[src/rtl/mp8_control_unit.sv]
// mp8_control_unit: fetch/decode/execute sequencer for the MP-8 accumulator CPU.
module mp8_control_unit #(
  parameter int              ADDR_W   = 5,
  parameter logic [ADDR_W-1:0] RESET_PC = '0
) (
  input  logic                clk,
  input  logic                rst_n,
  input  logic                mem_ready,
  input  logic [7:0]          mem_rdata,
  input  logic                zero,
  input  logic                pos,
  output logic [ADDR_W-1:0]   mem_addr,
  output logic                mem_re,
  output logic                mem_we,
  output logic                acc_load,
  output logic                acc_src,
  output logic [1:0]          alu_sel,
  output logic [ADDR_W-1:0]   pc,
  output logic [ADDR_W+2:0]   ir,
  output logic                halted,
  output logic                instr_done
);
  localparam int IW = 3 + ADDR_W;
  typedef enum logic [1:0] {FETCH, DECODE, EXEC} state_t;
  localparam logic [2:0] OP_STORE = 3'b001, OP_ADD = 3'b010, OP_SUB = 3'b011, OP_AND = 3'b100;
  localparam logic [2:0] OP_JMP = 3'b101, OP_JZ = 3'b110, OP_JPOS = 3'b111;
  state_t            state_q;
  logic              run_q;
  logic [ADDR_W-1:0] pc_q;
  logic [IW-1:0]     ir_q;
  logic              halted_q;
  logic [2:0]        opcode;
  logic [ADDR_W-1:0] operand;
  logic              is_jump, taken, fetch, exec, is_read, is_alu;
  assign opcode  = ir_q[IW-1:ADDR_W];
  assign operand = ir_q[ADDR_W-1:0];
  assign is_jump = opcode == OP_JMP || opcode == OP_JZ || opcode == OP_JPOS;
  assign taken   = opcode == OP_JMP || (opcode == OP_JZ && zero) || (opcode == OP_JPOS && pos);
  assign is_read = opcode != OP_STORE;
  assign is_alu  = opcode == OP_ADD || opcode == OP_SUB || opcode == OP_AND;
  // run_q holds strobes quiet for the first cycle after reset release
  always_ff @(posedge clk or negedge rst_n) begin
    if (!rst_n) begin
      state_q  <= FETCH;
      run_q    <= 1'b0;
      pc_q     <= RESET_PC;
      ir_q     <= '0;
      halted_q <= 1'b0;
    end else if (!run_q) begin
      run_q <= 1'b1;
    end else begin
      case (state_q)
        FETCH: if (mem_ready) begin
          ir_q    <= IW'(mem_rdata);
          pc_q    <= pc_q + ADDR_W'(1);
          state_q <= DECODE;
        end
        DECODE: if (is_jump) begin
          if (taken) pc_q <= operand;
          if (opcode == OP_JMP && operand == pc_q - ADDR_W'(1)) halted_q <= 1'b1;
          state_q <= FETCH;
        end else begin
          state_q <= EXEC;
        end
        EXEC: if (mem_ready) state_q <= FETCH;
        default: state_q <= FETCH;
      endcase
    end
  end
  assign fetch      = run_q && state_q == FETCH;
  assign exec       = state_q == EXEC;
  assign mem_addr   = exec ? operand : pc_q;
  assign mem_re     = fetch || (exec && is_read);
  assign mem_we     = exec && !is_read;
  assign acc_load   = exec && is_read && mem_ready;
  assign acc_src    = exec && is_alu;
  assign alu_sel    = !exec ? 2'b00 : opcode == OP_SUB ? 2'b01 : opcode == OP_AND ? 2'b10 : 2'b00;
  assign instr_done = (state_q == DECODE && is_jump) || (exec && mem_ready);
  assign pc         = pc_q;
  assign ir         = ir_q;
  assign halted     = halted_q;
endmodule

[config.mk]
export PLATFORM = sky130hd
export DESIGN_NAME = mp8_control_unit
export DESIGN_NICKNAME = d
export VERILOG_FILES = /design/src/rtl/mp8_control_unit.sv
export SDC_FILE = /design/constraint.sdc
export NUM_CORES = 1
export LEC_CHECK = 0
export CAP_MARGIN = 40
export CORE_UTILIZATION = 49
export DETAILED_ROUTE_END_ITERATION = 6
export PLACE_DENSITY = 0.85
export SKIP_LAST_GASP = 1
export SYNTH_ARGS = -nofsm -noshare
export SYNTH_HDL_FRONTEND = slang
export SYNTH_SLANG_ARGS = --single-unit
[constraint.sdc]
create_clock -name clk -period 4.6 [get_ports clk]
set_input_delay 0.69 -clock clk [delete_from_list [all_inputs] [get_ports clk]]
set_output_delay 0.69 -clock clk [all_outputs]
set_load 0.01 [all_outputs]
==> impl_metrics.toml <==
[route]
drt-initial-drc-count = 20
antenna_left = 0
wl_per_cell_um = 15.09
via_per_inst = 5.618
dr_total_vias = 1045
drc = 0
firstDrtPassIters = 4
routed_wl_um = 2806

[clock_network]
cts_root_buf = "clkbuf_4"
cts_tree = "yes"
clock_sinks = 17
cts_hold_buf = 0
clkSlewWorstSetupHoldPaths_ns = 0.10
post_cts_resized = 0
cts_buffers = 3
clockBufferDepth = 2
insertion_delay_ns = 0.28
htreeDepth = 1
postCtsSetupBuffers = 0

[global_route]
groute.usage.overall = 0.2264
overflow = 0
grt_pass1_wl_um = 4491
antenna_found_initial = 0
grt_pass1_vias = 1001
grt_max_degree = 18

[yosys]
ys_seq_area_frac = 0.3613
syn-instance-count = 125
yosysTopAreaCell = "dfrtp_1"
async_flop_share = 1.000
syn_area_um2 = 1177
yosysTopAreaCellShare = 0.3613
avgSynthCellArea_um2 = 9.419
ys_warn_count = 0
synth_nets = 140
synth.distinct_cells = 41
synth-edff-count = 0
ys_seq_elements = 17
synth_flop_cell = "dfrtp_1"
synthTopCellsByArea = "dfrtp_1, mux2_4, nand2_1"

[timing]
fin_crit_ns = 2.883
slew-limit-headroom = 0.4731
max_freq_ghz = 0.3469
period_share = 0.6267
skew_ns = 0.001224
holdWs_ns = 0.5027
finalMaxSlewViolations = 0
tns_ns = 0
finalSetupViolCount = 0
worst_slew_pin_slew_ns = 0.7879
rsz0062_at_grt = "no"
hold_viol = 0

[worst_hold_path]
holdPathStages = 1
hp-class = "reg2reg"

[critical_path]
cp-endpoint = "alu_sel[0]"
start_kind = "flip-flop"
r2r_start = "state_q[0]$_DFFE_PN0P_"
crit_path_start = "state_q[1]$_DFFE_PN0P_"
max_stage_delay_ns = 0.61
path_max_fanout = 10
cp.required_ns = 3.91
crit_family = "simple AND/OR/NAND/NOR gates"
cp_num_buf_inv = 1
crit_path_top_delay_cell = "nor2b_1"
rrSetupSlack_ns = 2.86
criticalPathCategory = "reg2out"
critPathCaptureType = "primary output"
worstRegToRegCells = 4
crit_arrival_ns = 2.19
path_cells = "nor2b_1 > and4_1 > clkdlybuf4s50_1"
regToRegEndpoint = "pc[2]$_DFFE_PN0P_"
cp.depth = 3

[floorplan]
chipWidth_um = 51.02
rows = 17
core_um2 = 2233
die_area_um2 = 2603
initial_core_util = 0.5272
pin_count = 39
die_h_um = 51.02

[cells_and_area]
area_growth_pct = 32.84
final_util = 0.7003
drive_above_1_share = 0.1139
n_antenna_cell = 0
nets = 174

[pwr]
finalPower_mw = 1.096
cellLeakagePower_nw = 0.6526
worst_ir_drop_vdd_v = 0.0005064
powerDensity_nw_per_um2 = 700.5

[place]
portBuffers = 38
gp_congestion = 0.8532
dp_hpwl_um = 2063

[job]
maxCapViolCount = 0

[run_status]
status = "completed"
-- synth_stat cells, types with 2 or more instances --
| cell | number |
|---|---|
| buf_6 | 2 |
| nand2b_1 | 4 |
| nor2b_4 | 2 |
| nor2b_1 | 2 |
| a21oi_1 | 4 |
| nand3_1 | 5 |
| dfrtp_1 | 17 |
| mux2_4 | 8 |
| o21ai_0 | 7 |
| ha_1 | 2 |
| buf_2 | 4 |
| nand2_1 | 19 |
| clkbuf_2 | 2 |
| mux2i_1 | 2 |
| nand4_1 | 3 |
| nand4b_1 | 2 |
| a32o_1 | 2 |
| nor3_1 | 4 |
| xor2_1 | 2 |
| inv_1 | 4 |
| o221ai_1 | 2 |
| nor2_1 | 4 |
| xnor2_1 | 4 |
-- per-layer routing --
metal  track usage  part of all wire
met4       0.03704                 0
met5             0                 0
met1        0.2966              0.45
met2        0.3882              0.49
met3       0.04464             0.052
-- layout by cell type, fill, tap and decap left out, types with 3 or more instances in the layout --
cell type / instances
nand3_1: 5
inv_1: 4
nand4_1: 3
a21oi_1: 4
o21ai_0: 7
clkdlybuf4s50_1: 38
clkbuf_4: 3
mux2_4: 8
nand2b_1: 4
nand2_1: 19
xnor2_1: 4
nor3_1: 4
nor2_1: 4
dfrtp_1: 17
-- worst min path at each step --
stage / start / end / slack (ns)
3_3_place_gp: halted$_DFFE_PN0P_ / halted$_DFFE_PN0P_ / 0.46
6_report: halted$_DFFE_PN0P_ / halted$_DFFE_PN0P_ / 0.50
5_1_grt: halted$_DFFE_PN0P_ / halted$_DFFE_PN0P_ / 0.53
4_1_cts: halted$_DFFE_PN0P_ / halted$_DFFE_PN0P_ / 0.51
2_1_floorplan: rst_n / halted$_DFFE_PN0P_ / 0.39
3_5_place_dp: halted$_DFFE_PN0P_ / halted$_DFFE_PN0P_ / 0.48
-- final cells by class --
type                            instances  area, um2
Fill cell                             181      669.4
Inverter                                4      15.01
Multi-Input combinational cell         95      680.7
Timing Repair Buffer                   38      380.4
Tap cell                               28      35.03
Clock inverter                          1      5.005
Clock buffer                            3      22.52
Sequential cell                        17      425.4
-- registers in the layout, indices dropped and copies added, names as in the netlist --
signal	flops
ir	8
pc	5
state_q	2
halted	1
run_q	1
-- cell families after synthesis --
| logic type | count (synthesis) | synth area share |
|---|---|---|
| muxes | 10 | 0.1190 |
| and+or+nand+nor | 52 | 0.2466 |
| adders and majority gates | 2 | 0.02125 |
| DFF | 17 | 0.3613 |
| xor gates and xnor gates | 6 | 0.04463 |
| buffers and inverters | 13 | 0.06057 |
| other | 1 | 0.003185 |
| AOI/OAI and AO/OA | 24 | 0.1435 |
-- worst reg2reg max path, delay by kind of cell, from the launching register on --
family | cells | cell delay (ns)
flops | 1 | 0.50
simple gates | 2 | 0.67
compound gates | 2 | 0.46
-- metrics by stage --
step	cell area, um2	setup WS (ns)	instances
3_5_place_dp	1536	2.007	182
5_1_grt	1564	1.635	186
6_report	1564	1.717	186
2_1_floorplan	1177	2.880	125
4_1_cts	1564	1.752	186
3_3_place_gp	1536	2.038	182
-- report_power, final --
group | total (mW) | leakage, nW | internal, mW | switching (mW)
registers | 0.346 | 0.199 | 0.213 | 0.133
clock network | 0.0793 | 0.0177 | 0.0323 | 0.0471
logic | 0.670 | 0.436 | 0.386 | 0.285
total | 1.10 | 0.653 | 0.631 | 0.465
Power figures use the tool's default switching activity.
